<file path="src/rtl/tensor_mm_pkg.sv">
// Shared definitions for the tensor-matrix multiply datapath: default widths,
// element/accumulator types and the index-width helper.
package tensor_mm_pkg;

  localparam int DATA_W_DEF = 32;
  localparam int ACC_W_DEF  = 48;

  typedef logic signed [ACC_W_DEF-1:0]  acc_t;
  typedef logic signed [DATA_W_DEF-1:0] elem_t;

  function automatic int idx_w(input int dim);
    return (dim > 1) ? $clog2(dim) : 1;
  endfunction

endpackage

</file>
<file path="src/rtl/tensor_idx_counter.sv">
// Wrapping (n, m, l) coordinate counter, l fastest; shared with the upstream
// operand sequencer. last flags the final coordinate of the tensor.
module tensor_idx_counter
  import tensor_mm_pkg::*;
#(
  parameter int N_DIM = 2,
  parameter int M_DIM = 2,
  parameter int L_DIM = 2,
  parameter int NW    = idx_w(N_DIM),
  parameter int MW    = idx_w(M_DIM),
  parameter int LW    = idx_w(L_DIM)
) (
  input  logic          clk,
  input  logic          rst,
  input  logic          adv,
  output logic [NW-1:0] n,
  output logic [MW-1:0] m,
  output logic [LW-1:0] l,
  output logic          last
);

  logic [NW-1:0] n_q, n_d;
  logic [MW-1:0] m_q, m_d;
  logic [LW-1:0] l_q, l_d;
  logic          n_wrap, m_wrap, l_wrap;

  assign n_wrap = (n_q == NW'(N_DIM - 1));
  assign m_wrap = (m_q == MW'(M_DIM - 1));
  assign l_wrap = (l_q == LW'(L_DIM - 1));

  // NOTE: every always_comb output gets a default first, so no path can infer a latch.
  always_comb begin
    n_d = n_q;
    m_d = m_q;
    l_d = l_q;
    if (adv) begin
      if (l_wrap) begin
        l_d = '0;
        if (m_wrap) begin
          m_d = '0;
          n_d = n_wrap ? '0 : n_q + NW'(1);
        end else begin
          m_d = m_q + MW'(1);
        end
      end else begin
        l_d = l_q + LW'(1);
      end
    end
  end

  // NOTE: sequential state uses non-blocking assignments so every flop samples pre-edge values.
  always_ff @(posedge clk or posedge rst) begin
    if (rst) begin
      n_q <= '0;
      m_q <= '0;
      l_q <= '0;
    end else begin
      n_q <= n_d;
      m_q <= m_d;
      l_q <= l_d;
    end
  end

  assign n    = n_q;
  assign m    = m_q;
  assign l    = l_q;
  assign last = n_wrap && m_wrap && l_wrap;

endmodule

</file>
<file path="src/rtl/tensor_matmul_accumulator.sv">
// Sums runs of K_DIM signed partial products into tensor elements, emitted with
// (n, m, l) coordinates. Define TENSOR_ACC_SAT_EN for saturation and sat_flag.
module tensor_matmul_accumulator
  import tensor_mm_pkg::*;
#(
  parameter int DATA_W = DATA_W_DEF,
  parameter int ACC_W  = ACC_W_DEF,
  parameter int K_DIM  = 4,
  parameter int N_DIM  = 2,
  parameter int M_DIM  = 2,
  parameter int L_DIM  = 2
) (
  input  logic                       clk,
  input  logic                       rst,
  input  logic                       prod_valid,
  input  logic [DATA_W-1:0]          prod_data,
  output logic                       prod_ready,
  output logic                       out_valid,
  input  logic                       out_ready,
  output logic [DATA_W-1:0]          out_data,
  output logic [idx_w(N_DIM)-1:0]    out_n,
  output logic [idx_w(M_DIM)-1:0]    out_m,
  output logic [idx_w(L_DIM)-1:0]    out_l,
  output logic                       out_last
`ifdef TENSOR_ACC_SAT_EN
  ,
  output logic                       sat_flag
`endif
);

  localparam int KW = idx_w(K_DIM);
  localparam int NW = idx_w(N_DIM);
  localparam int MW = idx_w(M_DIM);
  localparam int LW = idx_w(L_DIM);

  logic [KW-1:0]             k_q, k_d;
  logic signed [ACC_W-1:0]   acc_q, acc_d;
  logic signed [ACC_W-1:0]   ext, sum;
  logic                      out_valid_q, out_valid_d;
  logic [DATA_W-1:0]         out_data_q, out_data_d;
  logic [NW-1:0]             out_n_q, out_n_d, cur_n;
  logic [MW-1:0]             out_m_q, out_m_d, cur_m;
  logic [LW-1:0]             out_l_q, out_l_d, cur_l;
  logic                      out_last_q, out_last_d, cur_last;
  logic                      accept, fin;
  logic [DATA_W-1:0]         elem;
`ifdef TENSOR_ACC_SAT_EN
  logic                      sat_q, sat_d, ovf;
`endif

  assign prod_ready = !rst && !(out_valid_q && !out_ready);
  assign accept     = prod_valid && prod_ready;
  assign fin        = accept && (k_q == KW'(K_DIM - 1));

  assign ext = {{(ACC_W-DATA_W){prod_data[DATA_W-1]}}, prod_data};
  // k==0 starts a fresh element, which also covers K_DIM==1.
  assign sum = (k_q == '0) ? ext : acc_q + ext;

`ifdef TENSOR_ACC_SAT_EN
  assign ovf  = (sum[ACC_W-1:DATA_W-1] != {(ACC_W-DATA_W+1){sum[ACC_W-1]}});
  assign elem = !ovf          ? sum[DATA_W-1:0] :
                sum[ACC_W-1]  ? {1'b1, {(DATA_W-1){1'b0}}} :
                                {1'b0, {(DATA_W-1){1'b1}}};
`else
  assign elem = sum[DATA_W-1:0];
`endif

  tensor_idx_counter #(
    .N_DIM (N_DIM),
    .M_DIM (M_DIM),
    .L_DIM (L_DIM)
  ) u_idx (
    .clk  (clk),
    .rst  (rst),
    .adv  (fin),
    .n    (cur_n),
    .m    (cur_m),
    .l    (cur_l),
    .last (cur_last)
  );

  always_comb begin
    k_d         = k_q;
    acc_d       = acc_q;
    out_valid_d = out_valid_q && !out_ready;
    out_data_d  = out_data_q;
    out_n_d     = out_n_q;
    out_m_d     = out_m_q;
    out_l_d     = out_l_q;
    out_last_d  = out_last_q;
`ifdef TENSOR_ACC_SAT_EN
    sat_d       = sat_q;
`endif
    if (accept) begin
      if (fin) begin
        k_d         = '0;
        acc_d       = '0;
        out_valid_d = 1'b1;
        out_data_d  = elem;
        out_n_d     = cur_n;
        out_m_d     = cur_m;
        out_l_d     = cur_l;
        out_last_d  = cur_last;
`ifdef TENSOR_ACC_SAT_EN
        sat_d       = sat_q || ovf;
`endif
      end else begin
        k_d   = k_q + KW'(1);
        acc_d = sum;
      end
    end
  end

  always_ff @(posedge clk or posedge rst) begin
    if (rst) begin
      k_q         <= '0;
      acc_q       <= '0;
      out_valid_q <= 1'b0;
      out_data_q  <= '0;
      out_n_q     <= '0;
      out_m_q     <= '0;
      out_l_q     <= '0;
      out_last_q  <= 1'b0;
`ifdef TENSOR_ACC_SAT_EN
      sat_q       <= 1'b0;
`endif
    end else begin
      k_q         <= k_d;
      acc_q       <= acc_d;
      out_valid_q <= out_valid_d;
      out_data_q  <= out_data_d;
      out_n_q     <= out_n_d;
      out_m_q     <= out_m_d;
      out_l_q     <= out_l_d;
      out_last_q  <= out_last_d;
`ifdef TENSOR_ACC_SAT_EN
      sat_q       <= sat_d;
`endif
    end
  end

  assign out_valid = out_valid_q;
  assign out_data  = out_data_q;
  assign out_n     = out_n_q;
  assign out_m     = out_m_q;
  assign out_l     = out_l_q;
  assign out_last  = out_last_q;
`ifdef TENSOR_ACC_SAT_EN
  assign sat_flag  = sat_q;
`endif

endmodule

</file>
<file path="config.mk">
export PLATFORM = sky130hd
export DESIGN_NAME = tensor_matmul_accumulator
export DESIGN_NICKNAME = d
export VERILOG_FILES = /design/src/rtl/tensor_mm_pkg.sv /design/src/rtl/tensor_idx_counter.sv /design/src/rtl/tensor_matmul_accumulator.sv
export SDC_FILE = /design/constraint.sdc
export NUM_CORES = 1
export LEC_CHECK = 0
export ABC_AREA = 1
export BUFFER_PORTS_ARGS = -buffer_cell sky130_fd_sc_hd__buf_4
export CORE_UTILIZATION = 30
export CTS_BUF_LIST = sky130_fd_sc_hd__clkbuf_4 sky130_fd_sc_hd__clkbuf_8 sky130_fd_sc_hd__clkbuf_16
export DETAILED_ROUTE_END_ITERATION = 12
export PLACE_DENSITY = 0.58
export SYNTH_ARGS = -nofsm -noshare
export SYNTH_HDL_FRONTEND = slang
export SYNTH_SLANG_ARGS = --single-unit
</file>
<file path="constraint.sdc">
create_clock -name clk -period 3.7 [get_ports clk]
set_clock_uncertainty 0.2 [all_clocks]
set_input_delay 0.185 -clock clk [delete_from_list [all_inputs] [get_ports clk]]
set_output_delay 0.185 -clock clk [all_outputs]
set_load 0.03 [all_outputs]
</file>
# Yosys cells after proc, flatten, opt, wreduce, memory -nomap -nowiden
# Index checks and enable logic that the tools add are counted.
[word_totals] register_bits=90 output_inout_bits=38 word_cells=38 in_bits=36
[op_classes] add_sub_neg=5 muxes=8 reduce_logical=13 n_eq_ne=1
[op_table] cell="$mux 48" n=2
[op_table] cell="$add 48x32->48" n=1
[op_table] cell="$logic_and 1x1->1" n=6
[op_table] cell="$mux 1" n=5
[op_table] cell="$reduce_and 2->1" n=2
[op_table] cell="$add 1x1->1 const B" n=3
[op_table] cell="$logic_not 1->1" n=3
[op_table] cell="$reduce_and 3->1" n=1
[op_table] cell="$add 2x1->2 const B" n=1
[op_table] cell="$eq 2x2->1 const B" n=1
[op_table] cell="$logic_not 2->1" n=1
[op_table] cell="$mux 2" n=1

# Logic depth before layout (Yosys ltp)
[logic_depth] depth_word=8 mapped_depth=15 mapped_depth_nobuf=15

# Modules after synthesis
# A second synthesis with hierarchy kept.
[hier_totals] cells_unflattened=873 area_unflattened_um2=5681.7
[modules_own_cells] module="tensor_matmul_accumulator" area_per_inst_um2=5536.6 seq_area_each_um2=1776.7 cells_each=854 n_inst=1
[modules_own_cells] module="tensor_idx_counter" area_per_inst_um2=145.1 seq_area_each_um2=75.1 cells_each=19 n_inst=1

# Least setup slack after synthesis
# OpenSTA, ideal clock, no wires.
[synth_path] path_kind="flip-flop to flip-flop" startpoint="reg acc_q[0]" endpoint="reg acc_q[20]" stages_incl_launch_ff=13 t_required_ns=3.383 slack_ns=1.628 setup_time_ns=0.117 arrival_ns=1.755 path_cell_list="dfrtp_1 ha_1 fa_1 nand3_1 nand3_1 nand3_1 nand3_1 nand3_1 nand2_1 nand2_1 nand3_1 nand3_1 nand2_1"
[synth_via] elab_chain_len=3
[synth_rtl] item="from (decl)" line="tensor_matmul_accumulator.sv:37" text="logic signed [ACC_W-1:0] acc_q, acc_d;"
[synth_rtl] item="from (signal assigned)" line="tensor_matmul_accumulator.sv:117" text="acc_q <= '0;"
[synth_rtl] item="from (signal assigned)" line="tensor_matmul_accumulator.sv:129" text="acc_q <= acc_d;"
[synth_rtl] item="$add 48x32->48" line="tensor_matmul_accumulator.sv:57" text="assign sum = (k_q == '0) ? ext : acc_q + ext;"
[synth_rtl] item="$mux 48" line="tensor_matmul_accumulator.sv:57"
[synth_rtl] item="$mux 48" line="tensor_matmul_accumulator.sv:95" text="if (fin) begin"
# Every way passes these cells.
# A chain may end at the register's enable or synchronous reset.

# Worst setup path after layout
[layout_path] startpoint="reg acc_q[0]" endpoint="reg out_data_q[28], in the netlist out_data[28]"
[layout_via] elab_chain_len=2
[layout_rtl] item="$add 48x32->48" line="tensor_matmul_accumulator.sv:57"
[layout_rtl] item="$mux 48" line="tensor_matmul_accumulator.sv:57"
[layout_rtl] item="to (signal assigned)" line="tensor_matmul_accumulator.sv:131" text="out_data_q <= out_data_d;"
[layout_rtl] item="to (decl)" line="tensor_matmul_accumulator.sv:40" text="logic [DATA_W-1:0] out_data_q, out_data_d;"
# Every way passes these cells.

==> results.yml <==
routing:
  drt_first_iter_violations: 350
  antenna_left: 0
  via_per_inst: 4.51
  dr.pass1.iters: 9
  finalWirelength_um: 15700
  drc: 14
  vias: 5376
  wl_per_cell_um: 13.2
power_and_ir_drop:
  p_clk_share_pct: 15.7
  p_int_w: 0.00300
  pwr-share-seq_pct: 23.9
  p_leak_nw: 4.01
  vdd_ir_drop_max_mv: 0.374
  p_comb_share_pct: 60.4
  p_per_area_nw_per_um2: 849
  p_sw_share_pct: 48.9
  p_switching_w: 0.00288
timing:
  rsz0062_at_grt: "false"
  slew_viol_final: 0
  setup_viol: 0
  worst_slew_pin_slew_ns: 0.690
  slew_headroom_pct: 54.0
  min_period_ns: 2.42
  hold_viol: 0
  timing.fmax_mhz: 414
  totalNegativeSetupSlack_ns: 0
  fin_crit_sh_pct: 65.3
placement:
  place_congestion: 0.887
  dpl_cell_area_um2: 6350
  dp_hpwl_um: 11900
  dp_cells: 1148
  portBuffers: 73
floorplan:
  dieArea_um2: 19200
  die_w_um: 138
  dieHeight_um: 138
  core_area_um2: 18100
  start_util_pct: 30.9
  pin_count: 74
  num_rows: 49
worst_setup_path:
  crit_required_ns: 3.74
  r2r-start: "acc_q[0]"
  worst-r2r-setup-slack_ns: 1.28
  crit_fanout: 4
  ff2ff_path_depth: 12
  r2r_end: "out_data[28]"
  crit_type: "reg -> reg"
  endpoint_kind: "flop"
  startpoint_type: "flop"
  critPathArrivalTime_ns: 2.46
min_path:
  hold_depth: 4
  whs_endpoint: "out_data[21]"
  hold_path.class: "in -> reg"
  min_from: "prod_data[21]"
cts:
  cts_buffers: 9
  clk_pin_slew_worst_paths_ns: 0.06
  clock_latency_ns: 0.35
  clockRootBuffer: "clkbuf_16"
  htree_levels: 3
  cts_num_sinks: 74
  cts_resized: 0
  clock_path_buffers: 2
  cts_tree: "yes"
layout:
  antennaDiodeCount: 0
  stdcell_count: 1191
  area_delta_synth_final_pct: 24.2
  drive_above_1_share_pct: 13.8
  postLayoutCellArea_um2: 6930
  fin_nets: 1027
yosys:
  yosysSeqAreaShare_pct: 33.2
  synth_largest_area_cell: "dfrtp_1"
  syn_nets: 928
  yosysMostFrequentCell: "nand2_1"
  yosys.area.top_type_share_pct: 33.2
  synthTopCellsByArea: "dfrtp_1 (33%), nand2_1 (25%), inv_1 (8.5%)"
  async_flop_share_pct: 100
  synth.distinct_cells: 31
  syn_area_per_cell_um2: 6.50
  yosys_warnings: 0
  synthCells: 858
  synth_edf_count: 0
  syn-cell-area_um2: 5580
  synth_flop_cell: "dfrtp_1"
  yosys-top-cells-count: "nand2_1 (375), inv_1 (126), dfrtp_1 (74)"
  ys_ff_latch: 74
global_route:
  overflow: 0
  grt_pass1_wl_um: 26200
  grt_max_degree: 47
  antenna_found_initial: 0
  gr-usage-all-layers_pct: 17.3
  grt_pass1_vias: 5224
outcome:
  violations: "DRC"
  outcome: "finished, violations left"
job:
  max_cap_violations: 0
## routing by layer
| metal | routed length, µm | vias up | GRT usage (%) |
|---|---|---|---|
| met2 | 7080 | 94 | 28.3 |
| met4 | 201 | 0 | 5.50 |
| met1 | 7890 | 2415 | 23.2 |
| met3 | 528 | 16 | 3.08 |
| li1 | - | 2851 | - |
| met5 | 0 | - | 0 |
## worst max-delay path, stage by stage (launching register included)
cell and delay (ns):
dfrtp_1 0.38, ha_1 0.24, fa_1 0.47, nand3_1 0.10, nand3_1 0.13, nand3_1 0.13, nand3_1 0.16, nand2_1 0.13
nand2_1 0.06, nand2_1 0.05, nand3_1 0.10, nand3_1 0.10, nand2_1 0.06
## through the flow
stage	hold slack (ns)	total power (W)	worst slack, ns	utilization (%)
after floorplan	0.0814	0.00397	1.43	-
after global placement	0.121	0.00494	1.35	35.1
after detailed placement	0.134	0.00497	1.30	35.1
after CTS	0.00144	0.00595	1.28	38.3
after global routing	0.0185	0.00646	1.05	38.3
final	0.00633	0.00589	1.28	38.3
## flip-flops by register name, indices dropped and copies added, names as in the netlist
name / flops
out_data: 32
out_m: 1
u_idx.l: 1
out_n: 1
out_l: 1
u_idx.n: 1
u_idx.m: 1
out_valid: 1
acc_q: 32
out_last: 1
k_q: 2
## how the worst max path moves through the flow
stage | startpoint | to | slack, ns | cells past startpoint
after global placement | acc_q[0] | out_data[28] | 1.35 | 12
after global routing | acc_q[0] | out_data[28] | 1.05 | 12
after detailed placement | acc_q[0] | out_data[28] | 1.30 | 12
final | acc_q[0] | out_data[28] | 1.28 | 12
after floorplan | rst | acc_q[0] | 1.43 | 1
after CTS | acc_q[0] | out_data[28] | 1.28 | 12
## area by class of cell
| type | count | area (µm²) |
|---|---|---|
| Fill cell | 1938 | 11200 |
| Multi-Input combinational cell | 637 | 3130 |
| Sequential cell | 74 | 1850 |
| Timing Repair Buffer | 107 | 871 |
| Inverter | 128 | 482 |
| Tap cell | 229 | 287 |
| Clock buffer | 11 | 246 |
| Clock inverter | 5 | 62.6 |
## power groups by stage
stage          Combinational (W)  Clock, W  Sequential [W]
6_report                 0.00356  0.000921         0.00141
5_1_grt                  0.00402  0.000982         0.00146
4_1_cts                  0.00359  0.000951         0.00141
3_5_place_dp             0.00356         0         0.00141
3_3_place_gp             0.00352         0         0.00141
2_1_floorplan            0.00224         0         0.00173
## layout by cell type, fill, tap and decap left out, types with 3 or more instances in the layout
cell type,count
xnor2_1,9
inv_1,125
o21ai_2,3
a21oi_1,22
dfrtp_1,74
mux2i_1,5
ha_1,33
clkbuf_16,9
o21bai_1,3
buf_4,80
nor3_1,3
nand2_2,7
or2_2,13
nand4_1,4
o21ai_0,22
nand2_1,375
nor2_1,37
o211ai_1,4
nand3_1,70
nor2_2,5
xor2_1,7
nand3_2,6
dlygate4sd3_1,27
a22o_1,3
## timing repair
item,CTS,global route
hold buffers,27,0
endpoints found under the hold margin,84,0
buffers inserted,0,0
## cell families after synthesis
kind of cell / count (synthesis) / share of synthesized area (%)
AND/OR/NAND/NOR: 522 / 38.8
buffers and inverters: 147 / 10.7
flip-flops: 74 / 33.2
multiplexers: 5 / 0.897
adder cells (fa/ha/maj): 34 / 7.76
AO/OA/AOI/OAI: 60 / 6.14
XOR/XNOR: 16 / 2.51
(Power assumes the default switching activity.)
